### config.mk
export PLATFORM = sky130hd
export DESIGN_NAME = time_set_ctrl
export DESIGN_NICKNAME = d
export VERILOG_FILES = /design/src/rtl/time_set_ctrl.sv
export SDC_FILE = /design/constraint.sdc
export NUM_CORES = 1
export LEC_CHECK = 0
export BUFFER_PORTS_ARGS = -buffer_cell sky130_fd_sc_hd__buf_2
export CORE_UTILIZATION = 30
export CTS_CLUSTER_SIZE = 12
export DETAILED_ROUTE_END_ITERATION = 8
export PLACE_DENSITY_LB_ADDON = 0.15
export SYNTH_ARGS = -nofsm -noshare
export SYNTH_HDL_FRONTEND = slang
export SYNTH_SLANG_ARGS = --single-unit
### constraint.sdc
create_clock -name clk -period 2 [get_ports clk]
set_clock_uncertainty 0.1 [all_clocks]
set_input_delay 0.1 -clock clk [delete_from_list [all_inputs] [get_ports clk]]
set_output_delay 0.1 -clock clk [all_outputs]
set_load 0.02 [all_outputs]
### src/rtl/time_set_ctrl.sv
// Time-of-day set controller: power/run/set-mode sequencing, 1 Hz count
// enables, add/sub field pulses with hold-to-repeat, and field blink.
// Every output is a register loaded from the current state and inputs.
module time_set_ctrl #(
    parameter int REPEAT_DELAY  = 8,
    parameter int REPEAT_PERIOD = 4
) (
    input  logic       clk,
    input  logic       reset_n,
    input  logic       power,
    input  logic       tick,
    input  logic       mode_btn,
    input  logic       add_btn,
    input  logic       sub_btn,
    input  logic       sec_end,
    input  logic       min_end,
    output logic       sec_en,
    output logic       min_en,
    output logic       hour_en,
    output logic [2:0] add_sel,
    output logic [2:0] sub_sel,
    output logic       timer_reset,
    output logic [2:0] state,
    output logic       blink
);

    localparam int CNT_MAX = (REPEAT_DELAY > REPEAT_PERIOD) ? REPEAT_DELAY : REPEAT_PERIOD;
    localparam int CNT_W   = $clog2(CNT_MAX + 1);

    typedef enum logic [2:0] {
        S_OFF      = 3'd0,
        S_RUN      = 3'd1,
        S_SET_SEC  = 3'd2,
        S_SET_MIN  = 3'd3,
        S_SET_HOUR = 3'd4
    } state_t;

    state_t             cur_state;
    state_t             nxt_state;

    logic               mode_prev;
    logic               add_prev;
    logic               sub_prev;
    logic               mode_edge;
    logic               add_edge;
    logic               sub_edge;

    // hold_cnt == 0 means no hold is being tracked; rep_active selects
    // the repeat period instead of the initial delay
    logic [CNT_W-1:0]   hold_cnt;
    logic               rep_active;
    logic [CNT_W-1:0]   nxt_hold_cnt;
    logic               nxt_rep_active;

    logic               in_set;
    logic [2:0]         field_sel;
    logic               press_edge;
    logic               rep_fire;

    logic               nxt_sec_en;
    logic               nxt_min_en;
    logic               nxt_hour_en;
    logic [2:0]         nxt_add_sel;
    logic [2:0]         nxt_sub_sel;
    logic               nxt_timer_reset;
    logic               nxt_blink;

    assign state     = cur_state;
    assign mode_edge = mode_btn & ~mode_prev;
    assign add_edge  = add_btn & ~add_prev;
    assign sub_edge  = sub_btn & ~sub_prev;

    // State, edge history, hold counter and registered outputs
    always_ff @(posedge clk) begin
        if (!reset_n) begin
            cur_state   <= S_OFF;
            mode_prev   <= 1'b0;
            add_prev    <= 1'b0;
            sub_prev    <= 1'b0;
            hold_cnt    <= '0;
            rep_active  <= 1'b0;
            sec_en      <= 1'b0;
            min_en      <= 1'b0;
            hour_en     <= 1'b0;
            add_sel     <= 3'b000;
            sub_sel     <= 3'b000;
            timer_reset <= 1'b1;
            blink       <= 1'b0;
        end else begin
            cur_state   <= nxt_state;
            // Edge history is held clear while off so power-up starts fresh
            if (cur_state == S_OFF) begin
                mode_prev <= 1'b0;
                add_prev  <= 1'b0;
                sub_prev  <= 1'b0;
            end else begin
                mode_prev <= mode_btn;
                add_prev  <= add_btn;
                sub_prev  <= sub_btn;
            end
            hold_cnt    <= nxt_hold_cnt;
            rep_active  <= nxt_rep_active;
            sec_en      <= nxt_sec_en;
            min_en      <= nxt_min_en;
            hour_en     <= nxt_hour_en;
            add_sel     <= nxt_add_sel;
            sub_sel     <= nxt_sub_sel;
            timer_reset <= nxt_timer_reset;
            blink       <= nxt_blink;
        end
    end

    // Next state, hold-to-repeat and next output values
    always_comb begin
        nxt_state       = S_OFF;
        nxt_hold_cnt    = '0;
        nxt_rep_active  = 1'b0;
        nxt_add_sel     = 3'b000;
        nxt_sub_sel     = 3'b000;
        nxt_blink       = 1'b0;
        in_set          = 1'b0;
        field_sel       = 3'b000;

        case (cur_state)
            S_SET_SEC:  begin in_set = 1'b1; field_sel = 3'b001; end
            S_SET_MIN:  begin in_set = 1'b1; field_sel = 3'b010; end
            S_SET_HOUR: begin in_set = 1'b1; field_sel = 3'b100; end
            default:    begin in_set = 1'b0; field_sel = 3'b000; end
        endcase

        if (power) begin
            case (cur_state)
                S_OFF:      nxt_state = S_RUN;
                S_RUN:      nxt_state = mode_edge ? S_SET_SEC  : S_RUN;
                S_SET_SEC:  nxt_state = mode_edge ? S_SET_MIN  : S_SET_SEC;
                S_SET_MIN:  nxt_state = mode_edge ? S_SET_HOUR : S_SET_MIN;
                S_SET_HOUR: nxt_state = mode_edge ? S_RUN      : S_SET_HOUR;
                default:    nxt_state = S_OFF;
            endcase
        end

        nxt_sec_en      = power & (cur_state == S_RUN) & tick;
        nxt_min_en      = nxt_sec_en & sec_end;
        nxt_hour_en     = nxt_min_en & min_end;
        nxt_timer_reset = (nxt_state == S_OFF);

        press_edge = add_btn ? add_edge : sub_edge;
        rep_fire   = rep_active ? (hold_cnt == CNT_W'(REPEAT_PERIOD))
                                : (hold_cnt == CNT_W'(REPEAT_DELAY));

        // Exactly one of add/sub held; a mode edge or both buttons cancel it
        if (power && in_set && !mode_edge && (add_btn ^ sub_btn)) begin
            if (press_edge) begin
                nxt_hold_cnt = CNT_W'(1);
                if (add_btn) nxt_add_sel = field_sel;
                else         nxt_sub_sel = field_sel;
            end else if (hold_cnt != '0) begin
                if (rep_fire) begin
                    nxt_hold_cnt   = CNT_W'(1);
                    nxt_rep_active = 1'b1;
                    if (add_btn) nxt_add_sel = field_sel;
                    else         nxt_sub_sel = field_sel;
                end else begin
                    nxt_hold_cnt   = hold_cnt + CNT_W'(1);
                    nxt_rep_active = rep_active;
                end
            end
        end

        // Blink only runs while staying in the same set mode
        if (in_set && (nxt_state == cur_state)) begin
            nxt_blink = blink ^ tick;
        end
    end

endmodule

==> qor.yml, run 1 <==
highest_count_cells_in_the_layout_ignoring_fill_and_taps: "22 x sky130_fd_sc_hd__dfxtp_1, 22 x sky130_fd_sc_hd__buf_2, 8 x sky130_fd_sc_hd__nor2_1, 8 x sky130_fd_sc_hd__dlygate4sd3_1, 5 x sky130_fd_sc_hd__inv_1"
criticalPathCategory: "flip-flop to flip-flop"
clock_insertion_delay_worst_skew_ns: 0.30
min_path_cells: 3
share_comb_of_total_power_pct: 7.3
row_count: 20
dr_total_vias: 750
crit_fanout: 4
globalRoute.totalOverflow: 0
post-route-drc-count: 0
via_density: 4.41
tritoncts: "yes"
fp.dieW_um: 58.2
wl_per_cell_um: 10.3
drive_above_1_share_pct: 31.7
io_buffer_count: 22
holdCritPathClass: "input port to flip-flop"
power.density_cell_area_mw_per_mm2: 697
synth-simple-area-share_pct: 30.4
max_cap_viol_count: 0
postCtsSetupRepairBufs: 0
leakage_nw: 0.502
mapped_area_um2: 946
irDropWorstVdd_mv: 0.378
status: "completed"
diodes: 0
tritoncts.num_buffers: 3
vias_in_the_first_global_route: 657
setup_tns_ns: 0
maxSlewViolCount: 0
layout_min_cycle_time_ns: 1.70
critical_path.endpoint_type: "flip-flop"
finalWeightedCongestion: 0.770
share_of_total_power_in_sequential_cells_pct: 53.0
internal-power_mw: 0.678
synth.yosys.warnings: 0
post_route_worst_setup_slack_ns: 0.300
pin_count: 23
finalSetupViolCount: 0
synth_top_family_by_area: "simple AND/OR/NAND/NOR gates"
power_frac_clock_pct: 39.7
data_required_time_at_the_worst_endpoint_ns: 2.14
core_area_mm2: 0.00303
max-slew-margin-rel_pct: 61.5
totalWireLength_um: 1750
nets: 138
clk_pin_slew_worst_paths_ns: 0.12
timing.rr.start: "hold_cnt[0]"
final.fill_count: 306
netlist.top_cell.by_area: "sky130_fd_sc_hd__dfxtp_1"
first_pass_iters: 4
gr-usage-all-layers_pct: 11.5
synthesis.area_per_instance_um2: 10.1
grt_setup_unrepaired: "no"
timing.critical_path.arrival_ns: 1.84
worstSetupStartpoint: "hold_cnt[0]"
mappedNetlistNets: 105
multi_input_area_um2: 459
initial_core_util_pct: 31.2
clock_sink_count: 22
register_area_um2: 440
cell_count_after_placement: 158
sw_ratio_pct: 20.1
maxClockFrequency_mhz: 588
synth_xor_area_share_pct: 4.63
antenna_violating_nets_post_route: 0
grt_start_max_net_pins: 14
hold_path.startpoint: "reset_n"
die_y_um: 58.2
finalNonFillerCells: 170
synth_seq_area_share_pct: 46.6
worst-r2r-cell-count: 5
synth_top_area_share_pct: 46.6
synth_fa_ha_area_share_pct: 2.65
synthMuxAreaShare_pct: 0
synth_compound_gate_area_share_pct: 10.8
synthesized_netlist_cell_count: 94
p_switching_mw: 0.170
grt_pass1_wl_um: 2920
report.final.hold_viol_count: 0
root_buffer_master: "sky130_fd_sc_hd__clkbuf_4"
tightestPinTransition_ns: 0.575
worstSetupStartpointType: "flip-flop"
grt_antenna_before_repair: 0
half_perimeter_wire_length_of_the_detailed_placement_result_um: 1310
synth_area_leaders: "sky130_fd_sc_hd__dfxtp_1 47%, sky130_fd_sc_hd__nor3_2 4.2%, sky130_fd_sc_hd__nor2_1 3.2%"
period_share_pct: 85.0
growth_of_design_area_from_synthesis_to_finish_pct: 28.6
clk_path_buf_depth: 2
synth_unique_cells: 35
postSynthRegisterBits: 22
cts_max_level: 1
worst_setup_slack_after_placement_ns: 0.328
initialDrtViolationCount: 22
die_area_mm2: 0.00338
## registers in the layout, indices dropped and copies added, names as in the netlist
name / count
timer_reset: 1
min_en: 1
sec_en: 1
state: 3
hold_cnt: 4
rep_active: 1
add_prev: 1
mode_prev: 1
sub_sel: 3
add_sel: 3
blink: 1
hour_en: 1
sub_prev: 1
## critical path, cell delays in order (launching register included)
cell and delay [ns]:
sky130_fd_sc_hd__dfxtp_1 0.39, sky130_fd_sc_hd__inv_1 0.06, sky130_fd_sc_hd__ha_1 0.23, sky130_fd_sc_hd__nor3b_1 0.16, sky130_fd_sc_hd__or4_4 0.53, sky130_fd_sc_hd__nor3_2 0.16
## path summary, 6_finish.rpt
check / to / slack [ns]
setup / recovery: rep_active / 0.30
hold / removal: state[1] / 0.07
setup reg to reg: rep_active / 0.30
hold reg to reg: blink / 0.44
## synth_stat cells (all sizes together)
master  instances
dfxtp          22
nor2            8
nor3            7
inv             5
nand2           5
and2            4
nand2b          4
nor4            4
a21oi           3
nand3           3
nor2b           3
xnor2           3
clkbuf          2
ha              2
o211a           2
o211ai          2
xor2            2
a31o            1
a31oi           1
and3            1
and4bb          1
nor3b           1
o21a            1
o21ai           1
o22ai           1
o31a            1
or2b            1
or3             1
or3b            1
or4             1
## final cells by class
type,count,share of cell area [%]
Clock inverter,1,2.47
Clock buffer,3,1.85
Multi-Input combinational cell,65,37.8
Tap cell,44,4.53
Sequential cell,22,36.2
Inverter,5,1.54
Timing Repair Buffer,30,15.6
## timing repair
action                    CTS  global route
hold buffers                8             0
gates resized for setup     0             0
hold endpoints to repair    8             0
## layer usage
layer | share of wire (%) | GRT usage (%) | vias to the layer above | wire length (µm)
met5 | 0 | 0 | - | 0
met4 | 1.1 | 6.12 | 0 | 19
met3 | 4.6 | 2.90 | 2 | 81
met2 | 39 | 16.9 | 20 | 691
met1 | 55 | 15.6 | 335 | 960
li1 | - | - | 393 | -
## power groups by stage
stage	logic, mW	registers, mW	clock network [mW]
floorplan	0.0283	0.461	0
global placement	0.0494	0.459	0
detailed placement	0.0506	0.459	0
CTS	0.0628	0.449	0.351
global route	0.0687	0.450	0.365
finish	0.0621	0.449	0.337
## metrics by stage
stage          instance area, µm²  power, mW  hold WS, ns  utilization (%)
2_1_floorplan                 946      0.490       0.0718                -
3_3_place_gp                 1080      0.508        0.201             35.8
3_5_place_dp                 1080      0.509        0.209             35.8
4_1_cts                      1220      0.863       0.0518             40.2
5_1_grt                      1220      0.884       0.0675             40.2
6_report                     1220      0.848       0.0657             40.2
## kinds of logic after synthesis
logic type | Yosys count
and+or+nand+nor | 45
DFF | 22
AOI/OAI and AO/OA | 13
buffers and inverters | 7
xor gates and xnor gates | 5
adders and majority gates | 2
Note: power is estimated with default switching activity, not from simulation.
==> run 2, diff against run 1 <==
--- a/config.mk
+++ b/config.mk
@@ -6,6 +6,8 @@
 export NUM_CORES = 1
 export LEC_CHECK = 0
 export BUFFER_PORTS_ARGS = -buffer_cell sky130_fd_sc_hd__buf_2
+export CELL_PAD_IN_SITES_DETAIL_PLACEMENT = 1
+export CELL_PAD_IN_SITES_GLOBAL_PLACEMENT = 1
 export CORE_UTILIZATION = 30
 export CTS_CLUSTER_SIZE = 12
 export DETAILED_ROUTE_END_ITERATION = 8
==> run 2 against run 1 <==
  * Setup slack worse by 0.0068 ns
  * Final cell count stayed put
  * Fmax shrank 0.40%
  * Utilization unchanged
  * Design area is the same
  * Clock power up 3%
  * Critical path depth is the same
  * Sequential share of layout area is the same
  * Via count rose by 2.4%
  * Critical endpoint is now hold_cnt[3]
==> qor.yml, run 2 (synthesized netlist as in run 1, its figures left out) <==
status: "completed"
root_buffer_master: "sky130_fd_sc_hd__clkbuf_4"
criticalPathCategory: "flip-flop to flip-flop"
finalSetupViolCount: 0  # unchanged
leakage_nw: 0.502  # unchanged
clock_insertion_delay_worst_skew_ns: 0.31  # about the same
finalWeightedCongestion: 0.765  # -0.69%
register_area_um2: 440  # unchanged
gr-usage-all-layers_pct: 13.4  # +1.8 points
drive_above_1_share_pct: 31.7  # unchanged
path_delay_family: "simple AND/OR/NAND/NOR gates"
critical-path-slowest-cell: "sky130_fd_sc_hd__or4_4"
highest_count_cells_in_the_layout_ignoring_fill_and_taps: "22 x sky130_fd_sc_hd__dfxtp_1, 22 x sky130_fd_sc_hd__buf_2, 8 x sky130_fd_sc_hd__nor2_1, 8 x sky130_fd_sc_hd__dlygate4sd3_1, 5 x sky130_fd_sc_hd__inv_1"
core_area_mm2: 0.00303  # unchanged
irDropWorstVdd_mv: 0.318  # -16%
tritoncts: "yes"
fp.dieW_um: 58.2  # unchanged
clock_sink_count: 22  # unchanged
tritoncts.num_buffers: 3  # unchanged
wl_per_cell_um: 11.4  # +10%
maxSlewViolCount: 0  # unchanged
multi_input_area_um2: 459  # unchanged
worstPathCellList: "inv_1 > ha_1 > nor3b_1 > or4_4 > nor3_2"
largest_register_ffs: 4  # unchanged
grt_setup_unrepaired: "no"
antenna_violating_nets_post_route: 0  # unchanged
initialDrtViolationCount: 14  # -36%
power.density_cell_area_mw_per_mm2: 705  # +1.1%
crit_fanout: 4  # unchanged
layout_min_cycle_time_ns: 1.71  # +0.00681 ns
count_of_buffer_and_inverter_cells_on_the_critical_path: 1  # unchanged
timing.critical_path.arrival_ns: 1.86  # +0.02 ns
report.final.hold_viol_count: 0  # unchanged
vias_in_the_first_global_route: 765  # +16%
clk_path_buf_depth: 2  # unchanged
grt_pass1_wl_um: 3370  # +16%
nets: 138  # unchanged
grt_start_max_net_pins: 14  # unchanged
clk_pin_slew_worst_paths_ns: 0.13  # about the same
initial_core_util_pct: 31.2  # unchanged
via_density: 4.52  # +2.4%
period_share_pct: 85.3  # +0.34 points
cts_max_level: 1  # unchanged
setup_tns_ns: 0  # unchanged
data_required_time_at_the_worst_endpoint_ns: 2.15  # about the same
fin_total_pwr_mw: 0.857  # +1.1%
max_cap_viol_count: 0  # unchanged
post-route-drc-count: 0  # unchanged
diodes: 0  # unchanged
first_pass_iters: 3  # -1
totalWireLength_um: 1930  # +10%
globalRoute.totalOverflow: 0  # unchanged
cpPeakStageDelay_ns: 0.54  # about the same
die_y_um: 58.2  # unchanged
worstSetupStartpointType: "flip-flop"
grt_antenna_before_repair: 0  # unchanged
dr_total_vias: 768  # +2.4%
critical_path.endpoint_type: "flip-flop"
holdCritPathClass: "input port to flip-flop"
growth_of_design_area_from_synthesis_to_finish_pct: 28.6  # unchanged
tightestPinTransition_ns: 0.540  # -0.0346 ns
final.fill_count: 372  # +22%
maxClockFrequency_mhz: 586  # -0.40%
half_perimeter_wire_length_of_the_detailed_placement_result_um: 1450  # +10%
io_buffer_count: 22  # unchanged
row_count: 20  # unchanged
pin_count: 23  # unchanged
registers.top_by_ff_count: "hold_cnt"
die_area_mm2: 0.00338  # unchanged
max-slew-margin-rel_pct: 63.8  # +2.3 points
postLayoutCoreUtil_pct: 40.2  # unchanged
## run 2: cell counts in the layout (fill, tap and decap cells not counted)
Identical to the previous run, type by type.
## run 2: tightest hold or removal path, delay by kind of cell
| family | cells | cell delay (ns) |
|---|---|---|
| simple gates | 2 | 0.21 |
| buf+inv | 1 | 0.12 |
## run 2: repair_timing
action                    in CTS  in global routing
hold buffers                   8                  0
gates resized for setup        0                  0
hold endpoints to repair       8                  0
buffers inserted               0                  0
## run 2: area by class of cell
type	instances	share of cell area, %
multi-input cells	65	37.8
repair buffers	30	15.6
flip-flops and latches	22	36.2
clock inverters	1	2.47
clock buffers	3	1.85
well taps	44	4.53
inverters	5	1.54
## run 2: per-layer routing
layer / track usage (%) / wire length [µm] / share of wire, %
met2: 21.2 / 821 / 42
met4: 7.14 / 41 / 2.1
met5: 0 / 0 / 0
met1: 17.1 / 1000 / 52
met3: 2.68 / 67 / 3.5
## run 2: path summary, 6_finish.rpt
kind	start	end	slack, ns	depth (start not counted)
worst max-delay path	hold_cnt[0]	hold_cnt[3]	0.29	5
worst min-delay path	reset_n	state[2]	0.05	3
worst max register to register	hold_cnt[0]	hold_cnt[3]	0.29	5
worst min register to register	blink	blink	0.44	2
## run 2: through the flow
stage	setup WS, ns	hold slack (ns)	instances	cell area [µm²]
2_1_floorplan	0.415	0.0718	94	946
3_3_place_gp	0.334	0.202	158	1080
3_5_place_dp	0.307	0.205	158	1080
4_1_cts	0.281	0.0524	170	1220
5_1_grt	0.191	0.0765	170	1220
6_report	0.293	0.0518	170	1220
## run 2: power breakdown
part	switching [mW]	internal [mW]
combinational	0.0311	0.0316
sequential	0.00519	0.444
clock	0.143	0.203
total	0.179	0.678
